--- src/rtl/snn_pkg.sv ---
// Shared types and arithmetic helpers for the leaky integrate-and-fire layer.
// Potential arithmetic is done in 32-bit int, so POT_W must stay at or below 30.
package snn_pkg;

    localparam int DEF_N_IN    = 2;
    localparam int DEF_N_OUT   = 1;
    localparam int DEF_W_W     = 4;
    localparam int DEF_POT_W   = 12;
    localparam int DEF_TH_W    = 8;
    localparam int DEF_LEAK    = 0;
    localparam int DEF_REFRAC  = 2;
    localparam int DEF_W_INIT  = 1;
    localparam int DEF_TH_INIT = 4;

    // Per-input contribution sign: +1, -1 or 0 (both or neither line high).
    typedef enum logic [1:0] {
        IN_ZERO = 2'b00,
        IN_POS  = 2'b01,
        IN_NEG  = 2'b10
    } in_val_e;

    function automatic in_val_e encode_in(input logic p, input logic n);
        if (p && !n)      return IN_POS;
        else if (n && !p) return IN_NEG;
        else              return IN_ZERO;
    endfunction

    // a + b clamped to the signed range of a w-bit value.
    function automatic int sat_add(input int a, input int b, input int w);
        int s;
        int hi;
        int lo;
        s  = a + b;
        hi = (1 << (w - 1)) - 1;
        lo = -(1 << (w - 1));
        if (s > hi)      return hi;
        else if (s < lo) return lo;
        else             return s;
    endfunction

    // Move v toward zero by l without crossing zero.
    function automatic int leak_to_zero(input int v, input int l);
        if (v > 0)      return (v > l) ? v - l : 0;
        else if (v < 0) return (v < -l) ? v + l : 0;
        else            return 0;
    endfunction

endpackage

--- src/rtl/snn_lif_neuron.sv ---
// One LIF neuron: its weight row, threshold, potential register and
// refractory counter. Config writes land at the edge, so the integrate
// in the same cycle still sees the old weights/threshold.
module snn_lif_neuron
    import snn_pkg::*;
#(
    parameter int N_IN    = DEF_N_IN,
    parameter int W_W     = DEF_W_W,
    parameter int POT_W   = DEF_POT_W,
    parameter int TH_W    = DEF_TH_W,
    parameter int LEAK    = DEF_LEAK,
    parameter int REFRAC  = DEF_REFRAC,
    parameter int W_INIT  = DEF_W_INIT,
    parameter int TH_INIT = DEF_TH_INIT
) (
    input  logic              clk_i,
    input  logic              rst_i,
    input  logic              clr_i,
    input  logic [2*N_IN-1:0] in_code_i,
    input  logic [N_IN-1:0]   w_we_i,
    input  logic [W_W-1:0]    w_data_i,
    input  logic              th_we_i,
    input  logic [TH_W-1:0]   th_data_i,
    output logic              spike_o,
    output logic [POT_W-1:0]  pot_o
);

    localparam int DW = W_W + $clog2(N_IN) + 1;
    localparam int RW = (REFRAC > 0) ? $clog2(REFRAC + 1) : 1;

    logic signed [W_W-1:0]   w_q [N_IN];
    logic [TH_W-1:0]         th_q;
    logic signed [POT_W-1:0] v_q, v_d;
    logic [RW-1:0]           refr_q, refr_d;
    logic                    spike_q, spike_d;
    logic signed [DW-1:0]    delta;
    int                      v_sum;
    int                      v_leak;
    logic                    fire;

    // Weight row and threshold: reset to init values, otherwise written on strobe.
    always_ff @(posedge clk_i) begin
        if (rst_i) begin
            for (int i = 0; i < N_IN; i++) w_q[i] <= W_W'(W_INIT);
            th_q <= TH_W'(TH_INIT);
        end else begin
            for (int i = 0; i < N_IN; i++) begin
                if (w_we_i[i]) w_q[i] <= w_data_i;
            end
            if (th_we_i) th_q <= th_data_i;
        end
    end

    // Weighted input sum at full width, so it cannot overflow before saturation.
    always_comb begin
        delta = '0;
        for (int i = 0; i < N_IN; i++) begin
            case (in_val_e'(in_code_i[2*i +: 2]))
                IN_POS:  delta = delta + DW'(w_q[i]);
                IN_NEG:  delta = delta - DW'(w_q[i]);
                default: ;
            endcase
        end
    end

    // Integrate, leak, fire; clr beats refractory, which beats integration.
    always_comb begin
        v_sum   = sat_add(int'(v_q), int'(delta), POT_W);
        v_leak  = leak_to_zero(v_sum, LEAK);
        fire    = (th_q != '0) && (v_leak >= int'({1'b0, th_q}));
        v_d     = v_q;
        refr_d  = refr_q;
        spike_d = 1'b0;
        if (clr_i) begin
            v_d    = '0;
            refr_d = '0;
        end else if (refr_q != '0) begin
            v_d    = '0;
            refr_d = refr_q - RW'(1);
        end else if (fire) begin
            v_d     = '0;
            refr_d  = RW'(REFRAC);
            spike_d = 1'b1;
        end else begin
            v_d = v_leak[POT_W-1:0];
        end
    end

    // Potential, refractory and spike registers.
    always_ff @(posedge clk_i) begin
        if (rst_i) begin
            v_q     <= '0;
            refr_q  <= '0;
            spike_q <= 1'b0;
        end else begin
            v_q     <= v_d;
            refr_q  <= refr_d;
            spike_q <= spike_d;
        end
    end

    assign spike_o = spike_q;
    assign pot_o   = v_q;

endmodule

--- src/rtl/snn_lif_layer.sv ---
// Fully connected layer of N_OUT LIF neurons over N_IN bipolar spike inputs.
// This level only encodes the inputs and decodes config writes; out-of-range
// neuron/synapse indices match no neuron and are therefore dropped.
module snn_lif_layer
    import snn_pkg::*;
#(
    parameter int N_IN    = DEF_N_IN,
    parameter int N_OUT   = DEF_N_OUT,
    parameter int W_W     = DEF_W_W,
    parameter int POT_W   = DEF_POT_W,
    parameter int TH_W    = DEF_TH_W,
    parameter int LEAK    = DEF_LEAK,
    parameter int REFRAC  = DEF_REFRAC,
    parameter int W_INIT  = DEF_W_INIT,
    parameter int TH_INIT = DEF_TH_INIT
) (
    input  logic                                    clk,
    input  logic                                    rst,
    input  logic [N_IN-1:0]                         p_in,
    input  logic [N_IN-1:0]                         n_in,
    input  logic                                    cfg_w_we,
    input  logic [((N_OUT > 1) ? $clog2(N_OUT) : 1)-1:0] cfg_nrn,
    input  logic [((N_IN > 1) ? $clog2(N_IN) : 1)-1:0]   cfg_syn,
    input  logic [W_W-1:0]                          cfg_w,
    input  logic                                    cfg_th_we,
    input  logic [TH_W-1:0]                         cfg_th,
    input  logic                                    clr,
    output logic [N_OUT-1:0]                        spike_out,
    output logic [N_OUT*POT_W-1:0]                  pot_out
);

    logic [2*N_IN-1:0] in_code;

    // Encode each p/n pair into a signed contribution code.
    always_comb begin
        in_code = '0;
        for (int i = 0; i < N_IN; i++) in_code[2*i +: 2] = encode_in(p_in[i], n_in[i]);
    end

    for (genvar j = 0; j < N_OUT; j++) begin : g_nrn
        logic [N_IN-1:0] w_we;
        logic            th_we;
        logic            nrn_hit;

        // Config strobes addressed to this neuron.
        always_comb begin
            nrn_hit = (int'(cfg_nrn) == j);
            th_we   = cfg_th_we && nrn_hit;
            for (int i = 0; i < N_IN; i++) w_we[i] = cfg_w_we && nrn_hit && (int'(cfg_syn) == i);
        end

        snn_lif_neuron #(
            .N_IN   (N_IN),
            .W_W    (W_W),
            .POT_W  (POT_W),
            .TH_W   (TH_W),
            .LEAK   (LEAK),
            .REFRAC (REFRAC),
            .W_INIT (W_INIT),
            .TH_INIT(TH_INIT)
        ) u_nrn (
            .clk_i    (clk),
            .rst_i    (rst),
            .clr_i    (clr),
            .in_code_i(in_code),
            .w_we_i   (w_we),
            .w_data_i (cfg_w),
            .th_we_i  (th_we),
            .th_data_i(cfg_th),
            .spike_o  (spike_out[j]),
            .pot_o    (pot_out[j*POT_W +: POT_W])
        );
    end

endmodule

--- config.mk ---
export PLATFORM = sky130hd
export DESIGN_NAME = snn_lif_layer
export DESIGN_NICKNAME = d
export VERILOG_FILES = /design/src/rtl/snn_pkg.sv /design/src/rtl/snn_lif_neuron.sv /design/src/rtl/snn_lif_layer.sv
export SDC_FILE = /design/constraint.sdc
export NUM_CORES = 1
export LEC_CHECK = 0
export CAP_MARGIN = 40
export CORE_ASPECT_RATIO = 0.6
export CORE_MARGIN = 1.5
export CORE_UTILIZATION = 40
export DETAILED_ROUTE_END_ITERATION = 8
export SLEW_MARGIN = 20
export SYNTH_ARGS = -nofsm -noshare
export SYNTH_HDL_FRONTEND = slang
export SYNTH_SLANG_ARGS = --single-unit
--- constraint.sdc ---
create_clock -name clk -period 11.9 [get_ports clk]
set_input_delay 2.38 -clock clk [delete_from_list [all_inputs] [get_ports clk]]
set_output_delay 2.38 -clock clk [all_outputs]
set_load 0.05 [all_outputs]
## Word level (Yosys, flattened, before mapping)

Memory sizes are Yosys's and may differ from the RTL's.
Index checks and enable logic that the tools add are counted.

| cells by class | value |
|---|---|
| $add $sub $neg | 5 |
| $lt $le $gt $ge | 5 |
| equality and inequality tests | 4 |
| multiplexer cells | 23 |
| bitwise logic cells | 4 |
| reductions and logical operators | 19 |

Operator list:

| cell | number |
|---|---|
| $mux W32 | 4 |
| $ge A32 B9 Y1 | 1 |
| $gt A32 B1 Y1 const B | 1 |
| $gt A32 B12 Y1 const B | 1 |
| $lt A32 B1 Y1 const B | 1 |
| $lt A32 B12 Y1 const B | 1 |
| $pmux W6 S2 | 2 |
| $add A12 B6 Y13 | 1 |
| $mux W2 | 6 |
| $logic_and A1 B1 Y1 | 9 |
| $mux W1 | 9 |
| $mux W4 | 2 |
| $reduce_bool A8 Y1 | 1 |
| $add A6 B4 Y6 | 1 |
| $sub A6 B4 Y6 | 1 |
| $sub A1 B4 Y5 const A | 1 |
| $eq A2 B1 Y1 const B | 2 |
| $eq A2 B2 Y1 const B | 2 |
| $logic_not A1 Y1 | 4 |
| $reduce_bool A2 Y1 | 2 |
| $reduce_or A4 Y1 | 1 |
| $reduce_or A3 Y1 | 1 |
| $not A1 Y1 | 2 |
| $or A1 B1 Y1 | 2 |
| 2 further kinds | 2 |

| storage, ports and cells | value |
|---|---|
| register bits after elaboration | 23 |
| bits in writable memories | 8 |
| input bits | 23 |
| output and inout bits | 13 |
| logic and storage cells | 65 |
| memories kept | 1 |

Memory list:

| memory | words | bits a word | rd ports | clocked after Yosys merged registers in | wr ports | RTL line | text |
|---|---|---|---|---|---|---|---|
| g_nrn[0].u_nrn.w_q | 2 | 4 | 2 | 0 | 2 | snn_lif_neuron.sv:31 | `logic signed [W_W-1:0] w_q [N_IN];` |

## Logic depth before layout (Yosys ltp)

Gate-level depths: netlist (run 1).

| depth | value |
|---|---|
| depth in word-level cells | 19 |
| depth in mapped cells | 31 |
| mapped depth without buffers | 28 |

## Hierarchy

From an unflattened synthesis (run 1), not the netlist that was laid out.

| unflattened totals | value |
|---|---|
| cell total of the unflattened synthesis | 314 |
| area total of the unflattened synthesis | 2667.6 um^2 |

By module, submodules not included:

| module | instances | cells an instance | area each (um^2) | sequential area each (um^2) |
|---|---|---|---|---|
| snn_lif_neuron | 1 | 307 | 2620.0 | 700.7 |
| snn_lif_layer | 1 | 7 | 47.5 | 0.0 |

## Worst setup path after synthesis (run 1)

OpenSTA, ideal clock, no wires.

| path | value |
|---|---|
| path kind | in2reg |
| start point | in p_in[0] |
| end point | reg g_nrn[0].u_nrn.v_q[5] |
| setup time | 0.104 ns |
| data arrival time | 8.212 ns |
| data required time | 11.796 ns |
| setup slack | 3.585 ns |
| cell stages on the path | 29 |
| path buffers | 2 |
| cells stage by stage | inv_1 ha_1 nor2_1 ha_1 nor2b_1 o21ai_0 a21oi_1 o21ai_0 a211oi_1 nor3_1 xor2_1 ha_1 a21o_1 o21ai_0 o31ai_1 a21oi_2 xnor2_1 nand2_1 buf_2 a21oi_1 ha_1 a21oi_1 nand2_1 a2111oi_0 o31a_1 nand2_1 o31a_1 buf_6 a2111oi_2 |

RTL lines:

| item | RTL line | text |
|---|---|---|
| start, declared | snn_lif_layer.sv:19 | `input logic [N_IN-1:0] p_in,` |
| end signal, assigned | snn_lif_neuron.sv:96 | `v_q <= v_d;` |
| end, declared | snn_lif_neuron.sv:33 | `logic signed [POT_W-1:0] v_q, v_d;` |

==> summary.txt, run 1 <==
STA
  – # setup viols final: 0
  – Setup TNS: 0 ns
  – Final period util: 81.78%
  – Tmin final: 9.732 ns
  – RSZ-0062 raised after global routing: no
  – Max-slew headroom: 46.21%
  – FMAX: 102.8 MHz
  – Hold slack: 0.4756 ns
  – Post-route clock skew: 0.007243 ns
  – Worst-Margin Slew: 0.8042 ns
  – Hold Fails Final Rpt: 0
  – Max Slew Vio Count: 0

GRT
  – Vias in the first global route: 1903
  – First-pass GRT wire length: 9342 um
  – Initial antenna violation count: 0
  – Largest net degree at the start of global routing: 15
  – Total gr overflow: 0
  – Aggregate global-route resource usage: 17.51%

Final layout
  – Area growth syn-to-layout: 20.12%
  – Commonest cells after routing, fill and taps aside: nand2_1, ha_1, clkdlybuf4s50_1
  – Post-route cell area: 0.003055 mm2
  – Nets: 392
  – Layout cells sized above 1: 4.805%
  – Antenna diodes: 0
  – # fillers: 592

Synth
  – Yosys warning count: 0
  – Yosys reg bits: 31
  – Post-synthesis sequential area ratio: 27.55%
  – EDFF count, synth: 8
  – Synth Cell Area: 0.002544 mm2
  – Predominant post-synthesis flop cell: dfxtp_1
  – Syn Area/Cell: 8.565 um2
  – Gate count of the mapped netlist: 297
  – Syn_nets: 357
  – Synth cell types: 49
  – Async set or reset register ratio after synthesis: 0%

Detailed routing
  – Drt via density: 5.113
  – Total number of vias: 2132
  – Post-route DRC violation count: 0
  – Routed Antenna Nets: 0
  – DR iter-0 viols: 104
  – Routed wire length: 5662 um
  – TritonRoute pass-1 iters: 5
  – DR WL/cell: 13.58 um

Die
  – Die ar.: 0.006862 mm2
  – CORE AREA: 0.006138 mm2
  – Die height: 64.77 um
  – Die W: 106.0 um
  – # rows: 22
  – Initial Utilization: 41.44%
  – Ports: 36

CTS
  – H-tree depth: 2
  – CTS Root Cell: clkbuf_8
  – CTS resizes: 0
  – Worst-Skew Late Latency: 0.28 ns
  – Clk sinks: 31
  – Clock transition at path regs: 0.06 ns
  – # hold bufs at CTS: 0
  – Cts bufs inserted: 5
  – Setup Buffers After CTS: 0
  – Clock Path Buffers: 2
  – CTS tree: yes

Power
  – Power Total: 0.5076 mW
  – Max VDD drop: 68.86 uV
  – Cell Pwr Density: 166.1 mW/mm2
  – Leak Pwr: 1.289 nW

Hold path
  – Worst hold path class: reg -> reg

Placement
  – HPWL Detailed: 4649 um
  – Post-DP Area: 0.002958 mm2
  – Buffers on Ports: 35
  – Final Wtd Congestion: 0.8132

Critical path
  – Worst setup path category: in -> reg
  – Worst EP arrival: 9.88 ns
  – CP max FO: 13
  – Worst EP required: 12.05 ns
  – FF-to-FF setup slack: 4.39 ns
  – Worst Setup End Kind: flip-flop
  – Startpoint types: input port

Run status
  – Status: finished, final reports clean

Flow run
  – Max cap viols: 0
## logic make-up (layout without fill, tap and decap cells)
kind of cell | count (synthesis) | in the layout | synth area share (%)
buf+inv | 40 | 76 | 6.345
simple gates | 85 | 85 | 15.64
flops | 31 | 31 | 27.55
fa+ha+maj | 41 | 41 | 20.36
compound gates | 81 | 81 | 23.27
xor+xnor | 14 | 14 | 4.821
mux | 5 | 5 | 2.017
## registers in the layout, indices dropped and copies added (netlist names)
register / flops
g_nrn.u_nrn.th_q: 8
g_nrn.u_nrn.refr_q: 2
g_nrn.u_nrn.spike_o: 1
g_nrn.u_nrn.pot_o: 12
g_nrn.u_nrn.w_q: 8
## critical path, stage by stage
cell	delay [ns]
clkdlybuf4s50_1	0.48
inv_1	0.05
ha_1	0.34
nor2_1	0.29
ha_1	0.28
nor2b_1	0.12
o21ai_0	0.19
a21oi_1	0.11
o21ai_0	0.25
a211oi_1	0.12
nor3_1	0.23
xor2_1	0.67
ha_1	0.41
a21o_1	0.23
o21ai_0	0.32
o31ai_1	0.14
a21oi_2	0.20
xnor2_1	0.27
nand2_1	0.43
a21oi_1	0.26
ha_1	0.27
a21oi_1	0.15
nand2_1	0.06
a2111oi_0	0.42
o31a_1	0.24
nand2_1	0.06
o31a_1	0.44
a2111oi_0	0.44
## cell type report
class	count	area, um2	area share, %
clock inverters	1	3.754	0.1229
well taps	84	105.1	3.440
repair buffers	36	357.8	11.71
clock buffers	7	86.33	2.826
flip-flops and latches	31	700.7	22.93
multi-input cells	226	1682	55.04
inverters	32	120.1	3.931
## synthesized netlist by cell type, drive strengths merged (2+ instances only)
| cell type | number | area share, % |
|---|---|---|
| o21a | 2 | 0.59 |
| inv | 32 | 4.7 |
| and3 | 3 | 0.74 |
| nor3 | 8 | 1.6 |
| a21oi | 29 | 5.9 |
| nor2 | 15 | 2.2 |
| nand2b | 4 | 0.98 |
| o31ai | 2 | 0.59 |
| nor2b | 4 | 0.98 |
| mux2i | 4 | 1.6 |
| xnor2 | 7 | 2.4 |
| and2 | 6 | 1.5 |
| xor2 | 7 | 2.4 |
| a21o | 8 | 2.4 |
| nand3 | 2 | 0.39 |
| edfxtp | 8 | 9.4 |
| fa | 2 | 1.6 |
| o21ai | 9 | 1.8 |
| nor4 | 2 | 0.49 |
| o211a | 2 | 0.79 |
| o2111ai | 2 | 0.69 |
| o31a | 2 | 0.69 |
| a211oi | 6 | 2.0 |
| clkbuf | 4 | 0.59 |
| dfxtp | 23 | 18 |
| ha | 35 | 17 |
| nor3b | 2 | 0.59 |
| buf | 4 | 1.0 |
| or3 | 3 | 0.74 |
| nand2 | 35 | 5.2 |
| a211o | 3 | 1.0 |
| maj3 | 4 | 1.6 |
| a2111oi | 7 | 3.9 |
## metal layers
layer / share of wire, % / track usage, %
met1: 58 / 28.86
met2: 34 / 21.83
met4: 0.87 / 4.054
met3: 6.6 / 3.823
met5: 0 / 0
## final timing paths
check                           cells after the start                      from                 endpoint
worst min register to register                      2    g_nrn[0].u_nrn.th_q[4]   g_nrn[0].u_nrn.th_q[4]
worst max register to register                     28  g_nrn[0].u_nrn.w_q[0][0]  g_nrn[0].u_nrn.pot_o[2]
worst max-delay path                               28                   p_in[0]  g_nrn[0].u_nrn.pot_o[2]
worst min-delay path                                2    g_nrn[0].u_nrn.th_q[4]   g_nrn[0].u_nrn.th_q[4]
## where the power goes
part           internal (mW)  leakage (nW)  total, mW  switching (mW)
registers              0.120         0.266      0.129         0.00939
clock network         0.0462        0.0459     0.0833          0.0371
logic                  0.116         0.977      0.295           0.179
total                  0.283          1.29      0.508           0.225
## through the flow
stage | utilization, % | std cells | setup slack, ns
finish | 49.78 | 417 | 2.168
global route | 49.78 | 417 | 1.440
CTS | 49.65 | 416 | 2.208
detailed placement | 48.19 | 408 | 1.965
global placement | 48.19 | 408 | 2.175
floorplan | - | 297 | 3.585
(Power assumes the default switching activity.)
==> run 2, diff against run 1 <==
Clock period 11.9 ns to 8.51 ns, I/O delays scaled along.
==> run 2 against run 1 <==
Sequential cell count is the same. Cell area grew 1.4%. Critical path depth is the same. Via count grew 3.6%. Wire length grew 1.8%. Sequential share of layout area shrank 0.32 points. Count of clock-buffer cells in the layout shrank 1. Setup slack lost 1.7 ns. Largest cell class unchanged. Largest power group unchanged. Highest routed layer unchanged.
==> summary.txt, run 2 (synthesis gave the netlist of run 1 again) <==
Final layout
  – Antenna diodes: 0 (unchanged)
  – Area growth syn-to-layout: 21.84%
  – Commonest cells after routing, fill and taps aside: ha_1, clkdlybuf4s50_1, nand2_1
  – Multi-input combinational cell area: 0.001715 mm2 (+2.0%)
  – Largest register FFs: 12 (unchanged)
  – Nets: 394 (+0.51%)
  – # fillers: 591 (-0.17%)
  – Layout cells sized above 1: 8.060% (+3.3 points)
  – Layout Cells excl Fill: 419 (+0.48%)
  – Register Area: 700.7 um2 (unchanged)

Placement
  – HPWL Detailed: 4735 um (+1.8%)
  – Buffers on Ports: 35 (unchanged)
  – Inst Count DP: 411 (+0.74%)
  – Final Wtd Congestion: 0.8402 (+3.3%)

Detailed routing
  – Total number of vias: 2209 (+3.6%)
  – DR WL/cell: 13.76 um (+1.3%)
  – Drt via density: 5.272 (+3.1%)
  – TritonRoute pass-1 iters: 4 (-1)
  – DR iter-0 viols: 74 (-29%)
  – Routed wire length: 5765 um (+1.8%)
  – Routed Antenna Nets: 0 (unchanged)
  – Post-route DRC violation count: 0 (unchanged)

Power
  – Switch share: 44.94% (+0.62 points)
  – Max VDD drop: 93.90 uV (+36%)
  – Leak Pwr: 1.304 nW (+1.2%)
  – Internal Power: 0.3956 mW (+40%)
  – Power share of the clock group: 15.5% (-0.9 points)
  – Comb pwr share: 59.4% (+1.3 points)
  – Power Total: 0.7185 mW (+42%)
  – Cell Pwr Density: 231.8 mW/mm2 (+40%)
  – Seq pwr share: 25.1% (-0.4 points)
  – NetSw: 0.3229 mW (+44%)

Run status
  – Status: finished, final reports clean

GRT
  – Busiest grt layer: met1
  – First-pass GRT wire length: 9390 um (+0.51%)
  – Met1 usage: 27.11% (-1.8 points)
  – Global routing usage on met3: 6.036% (+2.2 points)
  – Largest net degree at the start of global routing: 15 (unchanged)
  – Vias in the first global route: 1936 (+1.7%)
  – Aggregate global-route resource usage: 17.63% (+0.12 points)
  – Initial antenna violation count: 0 (unchanged)
  – Met2 GRT Util: 23.21% (+1.4 points)
  – Total gr overflow: 0 (unchanged)

Hold path
  – Worst hold path class: reg -> reg

STA
  – Worst-Margin Slew: 0.6783 ns (-0.1259 ns)
  – Post-route clock skew: 0.01026 ns (+0.003013 ns)
  – Max-slew headroom: 54.47% (+8.3 points)
  – Tmin final: 8.008 ns
  – # setup viols final: 0 (unchanged)
  – Final period util: 94.10%
  – Setup TNS: 0 ns (unchanged)
  – FMAX: 124.9 MHz
  – Hold slack: 0.4666 ns (-0.009024 ns)
  – RSZ-0062 raised after global routing: no
  – Max Slew Vio Count: 0 (unchanged)
  – Hold Fails Final Rpt: 0 (unchanged)

Critical path
  – CP max FO: 12 (-1)
  – Worst setup path category: in -> reg
  – Worst Setup End Kind: flip-flop
  – Worst EP arrival: 8.16 ns (-1.72 ns)
  – Startpoint types: input port
  – Worst EP required: 8.66 ns (-3.39 ns)

CTS
  – Setup Buffers After CTS: 0 (unchanged)
  – Worst-Skew Late Latency: 0.28 ns (about the same)
  – CTS tree: yes
  – Cts bufs inserted: 5 (unchanged)
  – Clock Path Buffers: 2 (unchanged)
  – CTS Root Cell: clkbuf_8
  – H-tree depth: 2 (unchanged)
  – Clock transition at path regs: 0.07 ns (about the same)
  – Clk sinks: 31 (unchanged)

Die
  – Ports: 36 (unchanged)
  – # rows: 22 (unchanged)
  – Die W: 106.0 um (unchanged)
  – Initial Utilization: 41.44% (unchanged)
  – Die height: 64.77 um (unchanged)
  – Die ar.: 0.006862 mm2 (unchanged)
  – CORE AREA: 0.006138 mm2 (unchanged)

Flow run
  – Max cap viols: 0 (unchanged)
[run 2: cell count changes in the layout (fill, tap and decap cells not counted), sizes merged]
cell      previous run  this run
buf                  1         3
clkinvlp             0         1
clkbuf               7         6
[run 2: timing repair]
item,in CTS,in global routing
gates resized for setup,0,12
endpoints found under the setup margin,0,14
hold buffers,0,0
[run 2: worst paths after layout]
kind                                               start                        to  slack (ns)  cells past startpoint
worst max-delay path                             p_in[0]   g_nrn[0].u_nrn.pot_o[2]        0.50                     28
worst min-delay path            g_nrn[0].u_nrn.refr_q[0]  g_nrn[0].u_nrn.refr_q[0]        0.47                      2
worst max register to register  g_nrn[0].u_nrn.w_q[0][0]   g_nrn[0].u_nrn.pot_o[2]        2.03                     28
worst min register to register  g_nrn[0].u_nrn.refr_q[0]  g_nrn[0].u_nrn.refr_q[0]        0.47                      2
[run 2: metrics by stage]
step | util [%] | cell area, um2 | worst slack, ns
6_report | 50.49 | 3099 | 0.5020
5_1_grt | 50.49 | 3099 | 0.006307
4_1_cts | 49.94 | 3065 | 0.2460
3_5_place_dp | 48.55 | 2980 | -0.02118
3_3_place_gp | 48.55 | 2980 | 0.1307
2_1_floorplan | - | 2544 | 0.8725
[run 2: per-layer routing]
| layer | routed length [um] | up-vias | part of all wire [%] |
|---|---|---|---|
| li1 | - | 1137 | - |
| met1 | 3210 | 987 | 56 |
| met2 | 2037 | 77 | 35 |
| met3 | 467 | 8 | 8.1 |
| met4 | 50 | 0 | 0.87 |
| met5 | 0 | - | 0 |
[run 2: power groups by stage]
stage               logic (mW)  registers (mW)  clock network (mW)
floorplan                0.281           0.212                   0
global placement         0.405           0.184                   0
detailed placement       0.406           0.184                   0
CTS                      0.408           0.180               0.116
global route             0.472           0.182               0.123
finish                   0.427           0.180               0.111
[run 2: critical path, stage by stage]
cell and delay (ns):
clkdlybuf4s50_1 0.48, inv_1 0.05, ha_1 0.35, or3_1 0.41
ha_1 0.21, nor2b_1 0.10, o21ai_0 0.10, a21oi_1 0.20
o21ai_1 0.10, a211oi_1 0.25, nor3_1 0.09, xor2_1 0.17
buf_4 0.20, ha_1 0.31, a21oi_1 0.08, o21ai_0 0.32
o2111ai_1 0.25, a21oi_1 0.41, nand2_2 0.17, a21oi_1 0.19
ha_1 0.28, a21oi_1 0.16, nand2_1 0.07, a2111oi_0 0.38
o31a_1 0.23, nand2_1 0.06, o31a_2 0.43, a2111oi_1 0.43
[run 2: final cells by class]
class	count	area share, %
clock buffer	6	2.342
tap	84	3.391
sequential	31	22.61
clock inverter	2	0.4037
multi-input combinational	226	55.35
timing repair buffer	38	12.03
inverter	32	3.876
